`src/rtl/seg7_scan_ctrl.sv`:
```
// Time-multiplexed scan controller for a common-cathode seven-segment display.
// Shadow registers take writes at any time; the displayed copy only updates at frame ends or while off.
module seg7_scan_ctrl #(
  parameter int unsigned DIGITS       = 4,
  parameter int unsigned CLK_DIV      = 50000,
  parameter int unsigned BLANK_CYCLES = 500
) (
  input  logic              clk,
  input  logic              rst,
  input  logic              en,
  input  logic              wr_en,
  input  logic [2:0]        wr_idx,
  input  logic [4:0]        wr_val,
  input  logic              lz_blank_en,
  output logic [6:0]        seg,
  output logic              dp,
  output logic [DIGITS-1:0] an,
  output logic              frame_tick
);

  localparam int unsigned IW          = (DIGITS > 1) ? $clog2(DIGITS) : 1;
  localparam int unsigned CW          = $clog2(CLK_DIV);
  localparam int unsigned SHOW_CYCLES = CLK_DIV - BLANK_CYCLES;

  typedef enum logic [1:0] {
    ST_OFF   = 2'd0,
    ST_BLANK = 2'd1,
    ST_SHOW  = 2'd2
  } state_e;

  state_e                  state_q, state_d;
  logic [IW-1:0]           idx_q, idx_d;
  logic [CW-1:0]           cnt_q, cnt_d;
  logic [DIGITS-1:0][4:0]  shadow_q, shadow_d;
  logic [DIGITS-1:0][4:0]  display_q, display_d;
  logic [6:0]              seg_q, seg_d;
  logic                    dp_q, dp_d;
  logic [DIGITS-1:0]       an_q, an_d;
  logic                    frame_tick_q, frame_tick_d;
  logic [DIGITS-1:0]       lz_c;
  logic                    copy_c;

  function automatic logic [6:0] decode7(input logic [3:0] code);
    case (code)
      4'd0:    decode7 = 7'b0111111;
      4'd1:    decode7 = 7'b0000110;
      4'd2:    decode7 = 7'b1011011;
      4'd3:    decode7 = 7'b1001111;
      4'd4:    decode7 = 7'b1100110;
      4'd5:    decode7 = 7'b1101101;
      4'd6:    decode7 = 7'b1111101;
      4'd7:    decode7 = 7'b0000111;
      4'd8:    decode7 = 7'b1111111;
      4'd9:    decode7 = 7'b1100111;
      4'd10:   decode7 = 7'b1000000;
      default: decode7 = 7'b0000000;
    endcase
  endfunction

  // Scan sequencing: dropping en always restarts from digit 0 after a fresh guard interval.
  always_comb begin
    state_d = state_q;
    idx_d   = idx_q;
    cnt_d   = cnt_q;
    if (!en) begin
      state_d = ST_OFF;
      idx_d   = '0;
      cnt_d   = '0;
    end else begin
      case (state_q)
        ST_OFF: begin
          state_d = ST_BLANK;
          idx_d   = '0;
          cnt_d   = '0;
        end
        ST_BLANK: begin
          if (cnt_q == CW'(BLANK_CYCLES - 1)) begin
            state_d = ST_SHOW;
            cnt_d   = '0;
          end else begin
            cnt_d = cnt_q + CW'(1);
          end
        end
        ST_SHOW: begin
          if (cnt_q == CW'(SHOW_CYCLES - 1)) begin
            state_d = ST_BLANK;
            cnt_d   = '0;
            idx_d   = (idx_q == IW'(DIGITS - 1)) ? '0 : idx_q + IW'(1);
          end else begin
            cnt_d = cnt_q + CW'(1);
          end
        end
        default: state_d = ST_OFF;
      endcase
    end
  end

  // Same-cycle writes are folded into the copy so they are never lost at a frame boundary.
  always_comb begin
    shadow_d = shadow_q;
    for (int unsigned i = 0; i < DIGITS; i++) begin
      if (wr_en && (wr_idx == 3'(i))) begin
        shadow_d[IW'(i)] = wr_val;
      end
    end
    copy_c    = (state_q == ST_OFF) || frame_tick_q;
    display_d = copy_c ? shadow_d : display_q;
  end

  // A digit is a leading zero when it and every digit above it hold code 0.
  always_comb begin
    logic zero_above;
    logic code_zero;
    zero_above = 1'b1;
    code_zero  = 1'b0;
    lz_c       = '0;
    for (int i = int'(DIGITS) - 1; i >= 0; i--) begin
      code_zero       = (display_q[IW'(i)][3:0] == 4'd0);
      lz_c[IW'(i)]    = zero_above && code_zero && (i != 0);
      zero_above      = zero_above && code_zero;
    end
  end

  always_comb begin
    seg_d        = '0;
    dp_d         = 1'b0;
    an_d         = '0;
    frame_tick_d = (state_d == ST_SHOW) && (idx_d == IW'(DIGITS - 1)) &&
                   (cnt_d == CW'(SHOW_CYCLES - 1));
    if (state_d == ST_SHOW) begin
      an_d[idx_d] = 1'b1;
      dp_d        = display_q[idx_d][4];
      seg_d       = (lz_blank_en && lz_c[idx_d]) ? 7'b0000000 : decode7(display_q[idx_d][3:0]);
    end
  end

  always_ff @(posedge clk or posedge rst) begin
    if (rst) begin
      state_q      <= ST_OFF;
      idx_q        <= '0;
      cnt_q        <= '0;
      shadow_q     <= '0;
      display_q    <= '0;
      seg_q        <= '0;
      dp_q         <= 1'b0;
      an_q         <= '0;
      frame_tick_q <= 1'b0;
    end else begin
      state_q      <= state_d;
      idx_q        <= idx_d;
      cnt_q        <= cnt_d;
      shadow_q     <= shadow_d;
      display_q    <= display_d;
      seg_q        <= seg_d;
      dp_q         <= dp_d;
      an_q         <= an_d;
      frame_tick_q <= frame_tick_d;
    end
  end

  assign seg        = seg_q;
  assign dp         = dp_q;
  assign an         = an_q;
  assign frame_tick = frame_tick_q;

endmodule

```
`config.mk`:
```
export PLATFORM = sky130hd
export DESIGN_NAME = seg7_scan_ctrl
export DESIGN_NICKNAME = d
export VERILOG_FILES = /design/src/rtl/seg7_scan_ctrl.sv
export SDC_FILE = /design/constraint.sdc
export NUM_CORES = 1
export LEC_CHECK = 0
export BUFFER_PORTS_ARGS = -buffer_cell sky130_fd_sc_hd__buf_2
export CORE_MARGIN = 2
export CORE_UTILIZATION = 60
export DETAILED_ROUTE_END_ITERATION = 8
export PLACE_DENSITY = 0.89
export SYNTH_ARGS = -nofsm -noshare
export SYNTH_HDL_FRONTEND = slang
export SYNTH_SLANG_ARGS = --single-unit
```
`constraint.sdc`:
```
create_clock -name clk -period 3.5 [get_ports clk]
set_input_delay 0.7 -clock clk [delete_from_list [all_inputs] [get_ports clk]]
set_output_delay 0.7 -clock clk [all_outputs]
set_load 0.01 [all_outputs]
```
Yosys cells after proc, flatten, opt, wreduce, memory -nomap -nowiden
Memories as Yosys holds them, arrays and structs flattened.
Cells that the tools add are included.
- add/subtract/negate cells: 2
- magnitude comparators: 2
- equal/unequal tests: 11
- multiplexer cells: 26
- reduce and logical (&&, ||, !) cells: 11
- operators by type and width (operator ; number):
    2-to-1 mux 16 bit ; 3
    case mux 16 bit (3 select lines) ; 1
    equality test 16 bit, second input constant ; 2
    2-to-1 mux 5 bit ; 5
    adder 16 x 1 -> 16 bit, second input constant ; 1
    equality test 16 x 9 -> 1 bit, second input constant ; 1
    2-to-1 mux 7 bit ; 2
    2-to-1 mux 2 bit ; 6
    binary-select mux 5 bit (select 2 bit) ; 1
    equality test 2 bit, second input constant ; 4
    logical AND 1 bit ; 8
    equality test 3 x 2 -> 1 bit, second input constant ; 2
    case mux 2 bit (3 select lines) ; 1
    2-to-1 mux 4 bit ; 1
    case mux 2 bit (2 select lines) ; 1
    equality test 3 x 1 -> 1 bit, second input constant ; 1
    zero test 3 bit ; 1
    < comparator 2 x 3 -> 1 bit, second input constant ; 1
    2-to-1 mux 1 bit ; 3
    adder 2 x 1 -> 2 bit, second input constant ; 1
    binary-select mux 1 bit (select 2 bit) ; 1
    demux 1 bit (select 2 bit) ; 1
    equality test 2 x 1 -> 1 bit, second input constant ; 1
    greater-or-equal comparator 2 x 1 -> 1 bit, second input constant ; 1
    other kinds (2) ; 2
- bits in registers: 73
- bits in read-only memories: 112
- input port bits: 13
- output and inout bits: 13
- word-level logic and storage cells: 68
- memories: 1
- memory list (name ; depth ; bits a word ; rd ports ; clocked after Yosys merged registers in ; wr ports ; line ; text):
    (name not given) ; 16 ; 7 ; 1 ; 0 ; 0 ; 44 ; case (code)

Depth between registers and ports, before layout
- word-level depth: 10
- mapped depth: 12
- mapped depth without buffers: 11

Least setup slack after synthesis
No wires, ideal clock.
- path kind: register -> register
- from: reg cnt_q[0]
- to: reg seg_q[4] (netlist: seg[4])
- setup time: 0.079 ns
- arrival time: 2.792 ns
- required time: 3.421 ns
- setup slack: 0.629 ns
- stages on the path, launching flop included: 12
- path buffers: 0
- period minus slack after synthesis: 2.871 ns
- cell sequence: dfrtp_1 ha_1 and4b_1 nand4_4 mux2i_4 mux2_2 mux2i_1 ha_1 and3b_1 a22oi_1 o211ai_1 a21oi_1
- word-level cells in the longest chain between the ends: 9
- elaborated cells between the ends (all ways): 18
- classes of those cells: 3 x eq/ne; 13 x mux; 1 x reduce/logical; 1 x memory
- RTL lines (what ; line ; text):
    start, declared ; 33 ; logic [CW-1:0] cnt_q, cnt_d;
    start signal, assigned ; 151 ; cnt_q <= cnt_d;
    equality test 16 bit ; 85 ; if (cnt_q == CW'(SHOW_CYCLES - 1)) begin
    2-to-1 mux 2 bit ; 85 ;
    case mux 2 bit (2 select lines) ; 70 ; case (state_q)
    2-to-1 mux 2 bit ; 65 ; if (!en) begin
    binary-select mux 5 bit (select 2 bit) / binary-select mux 1 bit (select 2 bit) (equally long branches) ; 133 ; seg_d = (lz_blank_en && lz_c[idx_d]) ? 7'b0000000 : decode7(display_q[idx_d][3:0]);
    2-to-1 mux 5 bit (not written as such) / 2-to-1 mux 1 bit (equally long branches) ; 133 ;
    memory (16 x 7 bit) / logical AND 1 bit (equally long branches) ; n/a ;
    2-to-1 mux 7 bit ; 133 ;
    2-to-1 mux 7 bit (*) ; 130 ; if (state_d == ST_SHOW) begin
    net seg_d[4] ; 36 ; logic [6:0] seg_q, seg_d;
    end signal, assigned ; 154 ; seg_q <= seg_d;
    end, declared ; 36 ;
Mark *: on every way through the listed nets, which the timed path passes. The rest lies on a longest branch. The select of a mux whose other input is x is not followed.
A chain may end at the register's enable or synchronous reset.

Worst setup path in the final report
- from: reg cnt_q[10]
- to: reg seg_q[4] (netlist: seg[4])
The elaborated chain is that of the path after synthesis.

==> reports/qor.yml <==
run_status:
  outcome: "finished clean"
die:
  num_rows: 28
  start_util: 0.6159
  die_height_microns: 81.50
  pin_count: 26
  core_sq_um: 5851
  die_w_microns: 81.50
  dieArea_sq_um: 6641
synthesis:
  netlist_instances: 310
  synth_area_per_cell_sq_um: 11.62
  synth-simple-area-share: 0.1660
  synthAdderAreaFrac: 0.02431
  yosysSeqAreaShare: 0.5069
  synth_edf_count: 0
  mappedNetlistArea_sq_um: 3603
  muxShareOfSynthArea: 0.1719
  synth_ff_type: "dfrtp_1"
  synth_compound_area_frac: 0.06389
  yosysUniqueCellTypes: 55
  synth_xor_area_frac: 0.04375
  synth_seq_cells: 73
  synth_top_family_by_area: "multiplexers"
  ys_warn_count: 0
  synthArstFlopShare: 1.000
  syn_nets: 330
setup_path:
  path_class: "reg2reg"
  worstSetupStartpointType: "flop"
  worstRegToRegCells: 10
  cp-end-kind: "flop"
  critPathMaxFanout: 10
  cp_slowest_stage_delay_ns: 0.46
  crit_slowest_cell: "dfrtp_1"
  critPathRequiredTime_ns: 3.77
  cp_cell_sequence: "nor4b_4 > nand4_4 > mux2i_4 > mux2i_1 > a2bb2oi_2 > ha_1 > and3b_1 > a22oi_1 > o211ai_1 > a21oi_1"
  cp.arrival_ns: 3.44
route:
  first_pass_iters: 4
  drc: 0
  vias: 2482
  wire_per_inst_microns: 17.48
  drt.antenna.violating_nets: 0
  drt_iter0_markers: 250
  routed_wl_microns: 7341
  vias_per_cell: 5.910
clock_network:
  numCtsBuffers: 9
  cts_buffer_depth: 2
  cts.sinks: 73
  root_buffer: "clkbuf_8"
  post_cts_resized: 0
  post_cts_buffers: 0
  cts_tree: "done"
  cts-hold-fix-buffers: 0
  worstSkewPairLatency_ns: 0.34
  h-tree-depth: 3
  clk_pin_slew_worst_paths_ns: 0.07
pwr:
  p_leak_uw: 0.001802
  irDropWorstVdd_uv: 488.8
  power_density_nw_per_um2: 501.8
  total_power_uw: 2002
cells_and_area:
  diodes: 0
  area_growth_pct: 10.73
  multiInputGateArea_sq_um: 1693
  regArea_sq_um: 1827
  fill_cells: 423
  final_layout_size_suffix_gt1_frac: 0.3043
  final_nets: 360
sta:
  tightest_slew_ns: 0.8597
  fin_crit_ns: 3.174
  period_share: 0.9068
  hold_viol: 0
  finalSetupViolCount: 0
  slew_viol_final: 0
  fmax_mhz: 315.1
  rsz0062_at_grt: "no"
  skew_ns: 0.004909
  setup_tns_ns: 0
  relSlewSlack: 0.4216
global_routing:
  grt-ovfl-total: 0
  grt_max_degree: 31
  track_usage: 0.2477
  first_global_vias: 2560
  antenna_found_initial: 0
  grt_pass1_wl_microns: 12200
placed_design:
  dp_hpwl_microns: 5168
  port_buffers: 24
  place_congestion: 0.8955
min_path:
  hold_class: "in2async"
flow_run:
  maxCapViolCount: 0
-- final timing paths --
| check | from | endpoint | slack (ns) |
|---|---|---|---|
| max reg2reg | cnt_q[10] | seg[4] | 0.33 |
| max | cnt_q[10] | seg[4] | 0.33 |
| min | rst | shadow_q[11] | 0.32 |
| min reg2reg | shadow_q[8] | shadow_q[8] | 0.50 |
| max in group asynchronous | rst | an[0] | 2.47 |
| min in group clk | shadow_q[8] | shadow_q[8] | 0.50 |
-- layout make-up --
type | count | share of cell area
clock buffer | 11 | 0.03543
clock inverter | 5 | 0.01380
inverter | 8 | 0.007526
multi-input combinational | 220 | 0.4243
sequential | 73 | 0.4578
tap | 75 | 0.02352
timing repair buffer | 28 | 0.03763
-- cell usage after synthesis, drive strengths merged (2+ instances only) --
cell type / n / share of area
nor4: 3 / 0.0094
a21oi: 6 / 0.0083
and4: 3 / 0.0080
and4b: 2 / 0.0056
and2: 3 / 0.0056
nor2b: 4 / 0.0069
buf: 4 / 0.0097
clkbuf: 5 / 0.0052
o31ai: 2 / 0.0042
xnor2: 10 / 0.024
or2: 2 / 0.0035
o21a: 3 / 0.0062
nor3: 4 / 0.0056
xor2: 8 / 0.019
mux2: 47 / 0.15
and3: 7 / 0.013
nand3: 6 / 0.0083
nand4: 7 / 0.016
mux2i: 7 / 0.023
o21ai: 8 / 0.011
nor2: 27 / 0.028
nor3b: 2 / 0.0042
inv: 7 / 0.0073
o211ai: 2 / 0.0042
ha: 7 / 0.024
nand2: 32 / 0.033
o22ai: 3 / 0.0069
nor4b: 2 / 0.0090
dfrtp: 73 / 0.51
-- cells in the final DEF (no fill, tap or decap), types with 3 or more instances in the layout --
| cell type | n |
|---|---|
| dfrtp_1 | 73 |
| mux2_2 | 45 |
| nand2_1 | 32 |
| nor2_1 | 27 |
| buf_2 | 24 |
| xnor2_1 | 10 |
| clkbuf_8 | 10 |
| xor2_1 | 8 |
| o21ai_0 | 7 |
| ha_1 | 7 |
| nand3_1 | 6 |
| inv_1 | 6 |
| nand4_1 | 6 |
| mux2i_1 | 6 |
| a21oi_1 | 6 |
| and3_1 | 5 |
| nor2b_1 | 4 |
| nor3_1 | 4 |
| buf_4 | 4 |
| o21a_1 | 3 |
-- layer usage --
layer	up-vias	track usage	wire [microns]
met5	-	0	0
met3	17	0.06593	247
met2	56	0.4180	3850
met1	1249	0.2980	3086
li1	1160	-	-
met4	0	0.1102	157
-- registers in the layout (all words and copies together), names as in the netlist --
register / flops
an: 4
dp: 1
seg: 7
shadow_q: 20
display_q: 20
state_q: 2
idx_q: 2
frame_tick: 1
cnt_q: 16
-- per-stage QoR --
| step | cells | hold WS [ns] | cell area (sq um) | setup WS [ns] | utilization |
|---|---|---|---|---|---|
| floorplan | 310 | 0.4668 | 3603 | 0.6291 | - |
| global placement | 404 | 0.4740 | 3794 | 0.4757 | 0.6484 |
| detailed placement | 404 | 0.4845 | 3794 | 0.3930 | 0.6484 |
| CTS | 420 | 0.3154 | 3990 | 0.3460 | 0.6820 |
| global route | 420 | 0.3484 | 3990 | 0.03244 | 0.6820 |
| finish | 420 | 0.3163 | 3990 | 0.3262 | 0.6820 |
-- power breakdown --
part | internal [uW] | total [uW] | switching, uW
combinational | 168 | 337 | 169
sequential | 957 | 1010 | 53.2
clock | 346 | 655 | 309
total | 1470 | 2000 | 531
-- critical path: cells and delay by family, from the launching register on --
family,cells,cell delay [ns]
AOI/OAI and AO/OA,4,0.87
and+or+nand+nor,3,0.86
muxes,2,0.65
DFF,1,0.46
adders and majority gates,1,0.27
-- cell families (layout without fill, tap and decap cells) --
group | Yosys count | after routing
xor+xnor | 18 | 18
compound gates | 33 | 33
fa+ha+maj | 7 | 7
mux | 54 | 54
flops | 73 | 73
buf+inv | 17 | 52
simple gates | 108 | 108
Note: power is estimated with default switching activity, not from simulation.
